File: config.mk
export PLATFORM = sky130hd
export DESIGN_NAME = alu8_exec_stage
export DESIGN_NICKNAME = d
export VERILOG_FILES = /design/src/rtl/alu8_exec_stage.sv
export SDC_FILE = /design/constraint.sdc
export NUM_CORES = 1
export LEC_CHECK = 0
export BUFFER_PORTS_ARGS = -buffer_cell sky130_fd_sc_hd__buf_2
export CORE_MARGIN = 2
export CORE_UTILIZATION = 58
export CTS_CLUSTER_SIZE = 40
export DETAILED_ROUTE_END_ITERATION = 10
export MAX_ROUTING_LAYER = met4
export PLACE_DENSITY = 0.79
export SYNTH_ARGS = -nofsm -noshare
export SYNTH_HDL_FRONTEND = slang
export SYNTH_SLANG_ARGS = --single-unit
File: constraint.sdc
create_clock -name clk -period 2.8 [get_ports clk]
set_input_delay 0.14 -clock clk [delete_from_list [all_inputs] [get_ports clk]]
set_output_delay 0.14 -clock clk [all_outputs]
set_load 0.01 [all_outputs]
File: src/rtl/alu8_exec_stage.sv
// alu8_exec_stage: single-issue 8-bit execute stage in front of an 8x8 register
// bank. Reads two operands, computes ADD/SUB/logic/shift (and optionally MUL),
// writes back, and stalls reads of a register whose write is not yet visible.
// Optional feature macro: ALU8_MUL_EN enables the 8-cycle shift-add multiplier
// for op 111; when undefined, op 111 completes as an illegal op with no effect.
module alu8_exec_stage #(
    parameter int WB_LAT = 2
) (
    input  logic       clk,
    input  logic       rst,
    input  logic       instr_valid,
    output logic       instr_ready,
    input  logic [2:0] instr_op,
    input  logic [2:0] instr_rd,
    input  logic [2:0] instr_rs1,
    input  logic [2:0] instr_rs2,
    output logic [2:0] reg_addr_1,
    output logic [2:0] reg_addr_2,
    input  logic [7:0] reg_data_1,
    input  logic [7:0] reg_data_2,
    output logic       write_enable,
    output logic [2:0] write_addr,
    output logic [7:0] write_data,
    output logic       done,
    output logic       op_illegal,
    output logic       flag_zero,
    output logic       flag_carry
);

    // Pending counter only needs to hold WB_LAT-1.
    localparam int CW = (WB_LAT < 2) ? 1 : $clog2(WB_LAT + 1);

    localparam logic [2:0] OP_ADD = 3'b000;
    localparam logic [2:0] OP_SUB = 3'b001;
    localparam logic [2:0] OP_AND = 3'b010;
    localparam logic [2:0] OP_OR  = 3'b011;
    localparam logic [2:0] OP_XOR = 3'b100;
    localparam logic [2:0] OP_SHL = 3'b101;
    localparam logic [2:0] OP_SHR = 3'b110;
    localparam logic [2:0] OP_MUL = 3'b111;

    typedef enum logic [2:0] {
        S_IDLE = 3'd0,
        S_READ = 3'd1,
        S_EXEC = 3'd2,
        S_WB   = 3'd3
`ifdef ALU8_MUL_EN
        ,
        S_MUL  = 3'd4
`endif
    } state_e;

    state_e     state_q, state_d;
    logic [2:0] op_q, op_d, rd_q, rd_d, rs1_q, rs1_d, rs2_q, rs2_d;
    logic [7:0] a_q, a_d, b_q, b_d;
    logic [2:0] waddr_q, waddr_d;
    logic [7:0] wdata_q, wdata_d;
    logic       zero_q, zero_d, carry_q, carry_d;
    logic [2:0] pend_rd_q, pend_rd_d;
    logic [CW-1:0] pend_cnt_q, pend_cnt_d;

`ifdef ALU8_MUL_EN
    logic [15:0] mcand_q, mcand_d, prod_q, prod_d, mul_acc;
    logic [7:0]  mplier_q, mplier_d;
    logic [2:0]  mcnt_q, mcnt_d;
`endif

    logic       illegal;
    logic       hazard;
    logic [7:0] alu_res;
    logic       alu_c;
    logic [8:0] sum_w, diff_w, shl_w, shr_w;

`ifdef ALU8_MUL_EN
    assign illegal = 1'b0;
    assign mul_acc = prod_q + (mplier_q[0] ? mcand_q : 16'd0);
`else
    assign illegal = (op_q == OP_MUL);
`endif

    assign hazard = (pend_cnt_q != '0) && ((pend_rd_q == rs1_q) || (pend_rd_q == rs2_q));

    // Outputs: handshake/strobes decode the state, addresses and data are registered.
    assign instr_ready  = (state_q == S_IDLE);
    assign reg_addr_1   = rs1_q;
    assign reg_addr_2   = rs2_q;
    assign done         = (state_q == S_WB);
    assign write_enable = (state_q == S_WB) && (rd_q != 3'd0) && !illegal;
    assign op_illegal   = (state_q == S_WB) && illegal;
    assign write_addr   = waddr_q;
    assign write_data   = wdata_q;
    assign flag_zero    = zero_q;
    assign flag_carry   = carry_q;

    // Single-cycle ALU on the latched operands; shift carry is the last bit shifted out.
    always_comb begin
        sum_w  = {1'b0, a_q} + {1'b0, b_q};
        diff_w = {1'b0, a_q} - {1'b0, b_q};
        shl_w  = {1'b0, a_q} << b_q[2:0];
        shr_w  = {a_q, 1'b0} >> b_q[2:0];
        alu_res = 8'd0;
        alu_c   = 1'b0;
        case (op_q)
            OP_ADD: begin alu_res = sum_w[7:0];  alu_c = sum_w[8];  end
            OP_SUB: begin alu_res = diff_w[7:0]; alu_c = diff_w[8]; end
            OP_AND: alu_res = a_q & b_q;
            OP_OR:  alu_res = a_q | b_q;
            OP_XOR: alu_res = a_q ^ b_q;
            OP_SHL: begin
                alu_res = shl_w[7:0];
                alu_c   = (b_q[2:0] != 3'd0) && shl_w[8];
            end
            OP_SHR: begin
                alu_res = shr_w[8:1];
                alu_c   = (b_q[2:0] != 3'd0) && shr_w[0];
            end
            default: begin alu_res = 8'd0; alu_c = 1'b0; end
        endcase
    end

    // Next-state and datapath update for the IDLE/READ/EXEC/(MUL)/WB sequence.
    always_comb begin
        state_d   = state_q;
        op_d      = op_q;
        rd_d      = rd_q;
        rs1_d     = rs1_q;
        rs2_d     = rs2_q;
        a_d       = a_q;
        b_d       = b_q;
        waddr_d   = waddr_q;
        wdata_d   = wdata_q;
        zero_d    = zero_q;
        carry_d   = carry_q;
        pend_rd_d = pend_rd_q;
        pend_cnt_d = (pend_cnt_q != '0) ? pend_cnt_q - CW'(1) : pend_cnt_q;
`ifdef ALU8_MUL_EN
        mcand_d  = mcand_q;
        mplier_d = mplier_q;
        prod_d   = prod_q;
        mcnt_d   = mcnt_q;
`endif
        case (state_q)
            S_IDLE: begin
                if (instr_valid) begin
                    op_d    = instr_op;
                    rd_d    = instr_rd;
                    rs1_d   = instr_rs1;
                    rs2_d   = instr_rs2;
                    state_d = S_READ;
                end
            end
            S_READ: begin
                if (!hazard) begin
                    a_d     = reg_data_1;
                    b_d     = reg_data_2;
                    state_d = S_EXEC;
                end
            end
            S_EXEC: begin
`ifdef ALU8_MUL_EN
                if (op_q == OP_MUL) begin
                    prod_d   = 16'd0;
                    mcand_d  = {8'd0, a_q};
                    mplier_d = b_q;
                    mcnt_d   = 3'd0;
                    state_d  = S_MUL;
                end else begin
                    waddr_d = rd_q;
                    wdata_d = alu_res;
                    zero_d  = (alu_res == 8'd0);
                    carry_d = alu_c;
                    state_d = S_WB;
                end
`else
                // An illegal op leaves result registers and flags untouched.
                if (!illegal) begin
                    waddr_d = rd_q;
                    wdata_d = alu_res;
                    zero_d  = (alu_res == 8'd0);
                    carry_d = alu_c;
                end
                state_d = S_WB;
`endif
            end
`ifdef ALU8_MUL_EN
            S_MUL: begin
                prod_d   = mul_acc;
                mcand_d  = mcand_q << 1;
                mplier_d = mplier_q >> 1;
                mcnt_d   = mcnt_q + 3'd1;
                if (mcnt_q == 3'd7) begin
                    waddr_d = rd_q;
                    wdata_d = mul_acc[7:0];
                    zero_d  = (mul_acc[7:0] == 8'd0);
                    carry_d = (mul_acc[15:8] != 8'd0);
                    state_d = S_WB;
                end
            end
`endif
            S_WB: begin
                state_d = S_IDLE;
                if ((rd_q != 3'd0) && !illegal) begin
                    pend_rd_d  = rd_q;
                    pend_cnt_d = CW'(WB_LAT - 1);
                end
            end
            default: state_d = S_IDLE;
        endcase
    end

    // State and datapath registers; reset abandons any in-flight instruction.
    always_ff @(posedge clk or negedge rst) begin
        if (!rst) begin
            state_q    <= S_IDLE;
            op_q       <= 3'd0;
            rd_q       <= 3'd0;
            rs1_q      <= 3'd0;
            rs2_q      <= 3'd0;
            a_q        <= 8'd0;
            b_q        <= 8'd0;
            waddr_q    <= 3'd0;
            wdata_q    <= 8'd0;
            zero_q     <= 1'b0;
            carry_q    <= 1'b0;
            pend_rd_q  <= 3'd0;
            pend_cnt_q <= '0;
        end else begin
            state_q    <= state_d;
            op_q       <= op_d;
            rd_q       <= rd_d;
            rs1_q      <= rs1_d;
            rs2_q      <= rs2_d;
            a_q        <= a_d;
            b_q        <= b_d;
            waddr_q    <= waddr_d;
            wdata_q    <= wdata_d;
            zero_q     <= zero_d;
            carry_q    <= carry_d;
            pend_rd_q  <= pend_rd_d;
            pend_cnt_q <= pend_cnt_d;
        end
    end

`ifdef ALU8_MUL_EN
    // Shift-add multiplier registers.
    always_ff @(posedge clk or negedge rst) begin
        if (!rst) begin
            mcand_q  <= 16'd0;
            mplier_q <= 8'd0;
            prod_q   <= 16'd0;
            mcnt_q   <= 3'd0;
        end else begin
            mcand_q  <= mcand_d;
            mplier_q <= mplier_d;
            prod_q   <= prod_d;
            mcnt_q   <= mcnt_d;
        end
    end
`endif

endmodule

==> impl_metrics.env <==
export IMPL_status="completed"
export IMPL_syn_nets=439
export IMPL_tightest_slew_ns=1.04
export IMPL_num_rows=29
export IMPL_hp_class="in2async"
export IMPL_p_seq_frac=0.210
export IMPL_ys_seq_elements=48
export IMPL_finalSetupViolations=0
export IMPL_synth_cell_type_count=69
export IMPL_crit_start="b_q[2]$_DFFE_PN0P_"
export IMPL_numCtsBuffers=5
export IMPL_grt_max_degree=49
export IMPL_track_usage=0.300
export IMPL_worstPathMaxFanout=11
export IMPL_period_minus_slack_ns=2.51
export IMPL_core_area_sq_mm=0.00631
export IMPL_cts_buffer_depth=2
export IMPL_r2r_end="flag_zero$_DFFE_PN0P_"
export IMPL_drc=0
export IMPL_combPwrFrac=0.696
export IMPL_grt_pass1_vias=3160
export IMPL_drt_iter0_markers=342
export IMPL_drive_above_1_share=0.323
export IMPL_grt_pass1_wl_um=16300
export IMPL_drv_slew=0
export IMPL_cts_tree="built"
export IMPL_drt_wirelength_per_cell_um=19.6
export IMPL_fin_setup_tns_ns=0
export IMPL_r2r_start="b_q[2]$_DFFE_PN0P_"
export IMPL_fin_crit_sh=0.897
export IMPL_crit_required_ns=3.01
export IMPL_dieArea_sq_mm=0.00717
export IMPL_post_cts_buffers=0
export IMPL_synth_ff_type="dfrtp_1"
export IMPL_yosys_warnings=0
export IMPL_worstPathArrival_ns=2.73
export IMPL_skew_ns=0.00959
export IMPL_die_width_um=84.7
export IMPL_netlist_instances=377
export IMPL_io_pin_count=54
export IMPL_layout_common_cells="53 x buf_2, 47 x dfrtp_1, 37 x mux2_2"
export IMPL_clkPwrFrac=0.093
export IMPL_p_sw_frac=0.471
export IMPL_die_h_um=84.7
export IMPL_overflow=0
export IMPL_finalWorstSetupSlack_ns=0.288
export IMPL_cts_max_level=2
export IMPL_ys_async_sr_fraction=1.00
export IMPL_netlist_area_sq_mm=0.00377
export IMPL_gp_congestion=0.985
export IMPL_crit_path_start_kind="register"
export IMPL_place_port_buffers=53
export IMPL_slew_headroom=0.306
export IMPL_antenna_cells=0
export IMPL_clkTransAtPathRegs_ns=0.10
export IMPL_leakage_nw=2.01
export IMPL_synth_edf_count=0
export IMPL_rrSetupSlack_ns=0.29
export IMPL_end_kind="register"
export IMPL_ys_seq_area_frac=0.318
export IMPL_intPower_mw=3.49
export IMPL_finalHoldViolations=0
export IMPL_dr_pass1_iters=5
export IMPL_ant_nets=0
export IMPL_syn_area_per_cell_sq_um=10.0
export IMPL_insertion_delay_ns=0.31
export IMPL_p_sw_mw=3.10
export IMPL_place_hpwl_um=7750
export IMPL_n_fill_cell=487
export IMPL_clockRootBuffer="clkbuf_8"
export IMPL_pre_cts_slack_ns=0.265
export IMPL_cap_violations=0
export IMPL_vias_per_cell=6.40
export IMPL_max_freq_mhz=398
export IMPL_vdd_drop_max_mv=0.747
export IMPL_r2r_cells=8
export IMPL_final_common_cell="buf_2"
export IMPL_critPathKind="reg2reg"
export IMPL_wl_um=10100
export IMPL_clock_sinks=48
export IMPL_timing_hold_ws_ns=0.00905
export IMPL_grt_antenna_before_repair=0
export IMPL_fin_total_pwr_mw=6.59
export IMPL_final_core_util=0.686
export IMPL_num_nets_final=500
export IMPL_vias=3300
export IMPL_start_util=0.598
export IMPL_rsz0062_at_grt="no"
export IMPL_area_growth_pct=14.8
export IMPL_p_per_area_mw_per_mm2=1520
==> cell usage after synthesis (6+ instances only) <==
| cell | instances | share of area |
|---|---|---|
| a221oi_1 | 6 | 0.014 |
| o21a_1 | 6 | 0.012 |
| buf_2 | 8 | 0.011 |
| nor2b_1 | 11 | 0.018 |
| nor3_1 | 8 | 0.011 |
| mux4_2 | 8 | 0.048 |
| mux2_2 | 37 | 0.11 |
| inv_1 | 26 | 0.026 |
| xnor2_1 | 6 | 0.014 |
| nand2_1 | 20 | 0.020 |
| clkbuf_1 | 10 | 0.0099 |
| ha_1 | 29 | 0.096 |
| a21oi_1 | 11 | 0.015 |
| nor2_1 | 22 | 0.022 |
| nand2b_1 | 6 | 0.0099 |
| nand3_1 | 6 | 0.0080 |
| o21ai_0 | 9 | 0.012 |
| dfrtp_1 | 48 | 0.32 |
| mux2i_1 | 7 | 0.019 |
==> cells by family (layout without fill, tap and decap cells) <==
kind of cell	count (synthesis)	after routing	share of synthesized area
adders and majority gates	31	31	0.107
DFF	48	48	0.318
xor gates and xnor gates	7	7	0.0162
muxes	54	54	0.183
AOI/OAI and AO/OA	91	91	0.188
buffers and inverters	53	115	0.0623
and+or+nand+nor	93	93	0.126
==> flip-flops by register name, indices dropped and copies added (netlist names) <==
name / cells
a_q: 8
b_q: 8
write_data: 8
op_q: 3
pend_rd_q: 3
rd_q: 3
reg_addr_1: 3
reg_addr_2: 3
write_addr: 3
pend_cnt_q: 2
state_q: 2
flag_carry: 1
flag_zero: 1
==> power by group through the flow <==
stage | combinational (mW) | clock (mW) | sequential [mW]
after floorplan | 3.14 | 0 | 1.42
after global placement | 4.43 | 0 | 1.38
after detailed placement | 4.48 | 0 | 1.40
after CTS | 4.50 | 0.624 | 1.38
after global routing | 4.95 | 0.646 | 1.44
final | 4.59 | 0.615 | 1.39
==> area by class of cell <==
class                   count  area, sq um  area share
multi-input cells         276         2340       0.540
flip-flops and latches     48         1200       0.278
repair buffers             77          445       0.103
inverters                  30          113      0.0260
well taps                  77         96.3      0.0222
clock buffers               5         68.8      0.0159
clock inverters             3         68.8      0.0159
==> what timing repair did <==
action	4_1_cts	5_1_grt
resized for setup	0	1
hold buffers	0	0
setup endpoints to repair	0	1
==> worst max-delay path, cell delays in order (launching register included) <==
cell and delay [ns]:
dfrtp_1 0.40, inv_2 0.18, ha_1 0.40, nor2b_1 0.22
o21a_1 0.19, o311a_1 0.31, a211oi_2 0.24, nand4_1 0.15
o41ai_2 0.32
==> layer usage <==
metal,vias up,track usage,part of all wire
met5,-,-,0
met4,0,0.0938,0.024
met3,24,0.0619,0.082
met2,176,0.450,0.46
met1,1591,0.413,0.44
li1,1509,-,-
==> worst max-delay path by stage <==
stage	end	slack [ns]	cells after the start
final	flag_zero$_DFFE_PN0P_	0.29	8
after global routing	flag_zero$_DFFE_PN0P_	0.06	9
after CTS	flag_zero$_DFFE_PN0P_	0.26	9
after detailed placement	flag_zero$_DFFE_PN0P_	0.26	9
after global placement	flag_zero$_DFFE_PN0P_	0.33	10
after floorplan	flag_zero$_DFFE_PN0P_	0.46	9
==> per-stage QoR <==
| step | cells | instance area [sq um] |
|---|---|---|
| after floorplan | 377 | 3770 |
| after global placement | 508 | 4190 |
| after CTS | 516 | 4330 |
| final | 516 | 4330 |
| after global routing | 516 | 4330 |
| after detailed placement | 508 | 4190 |
Power figures use the tool's default switching activity.
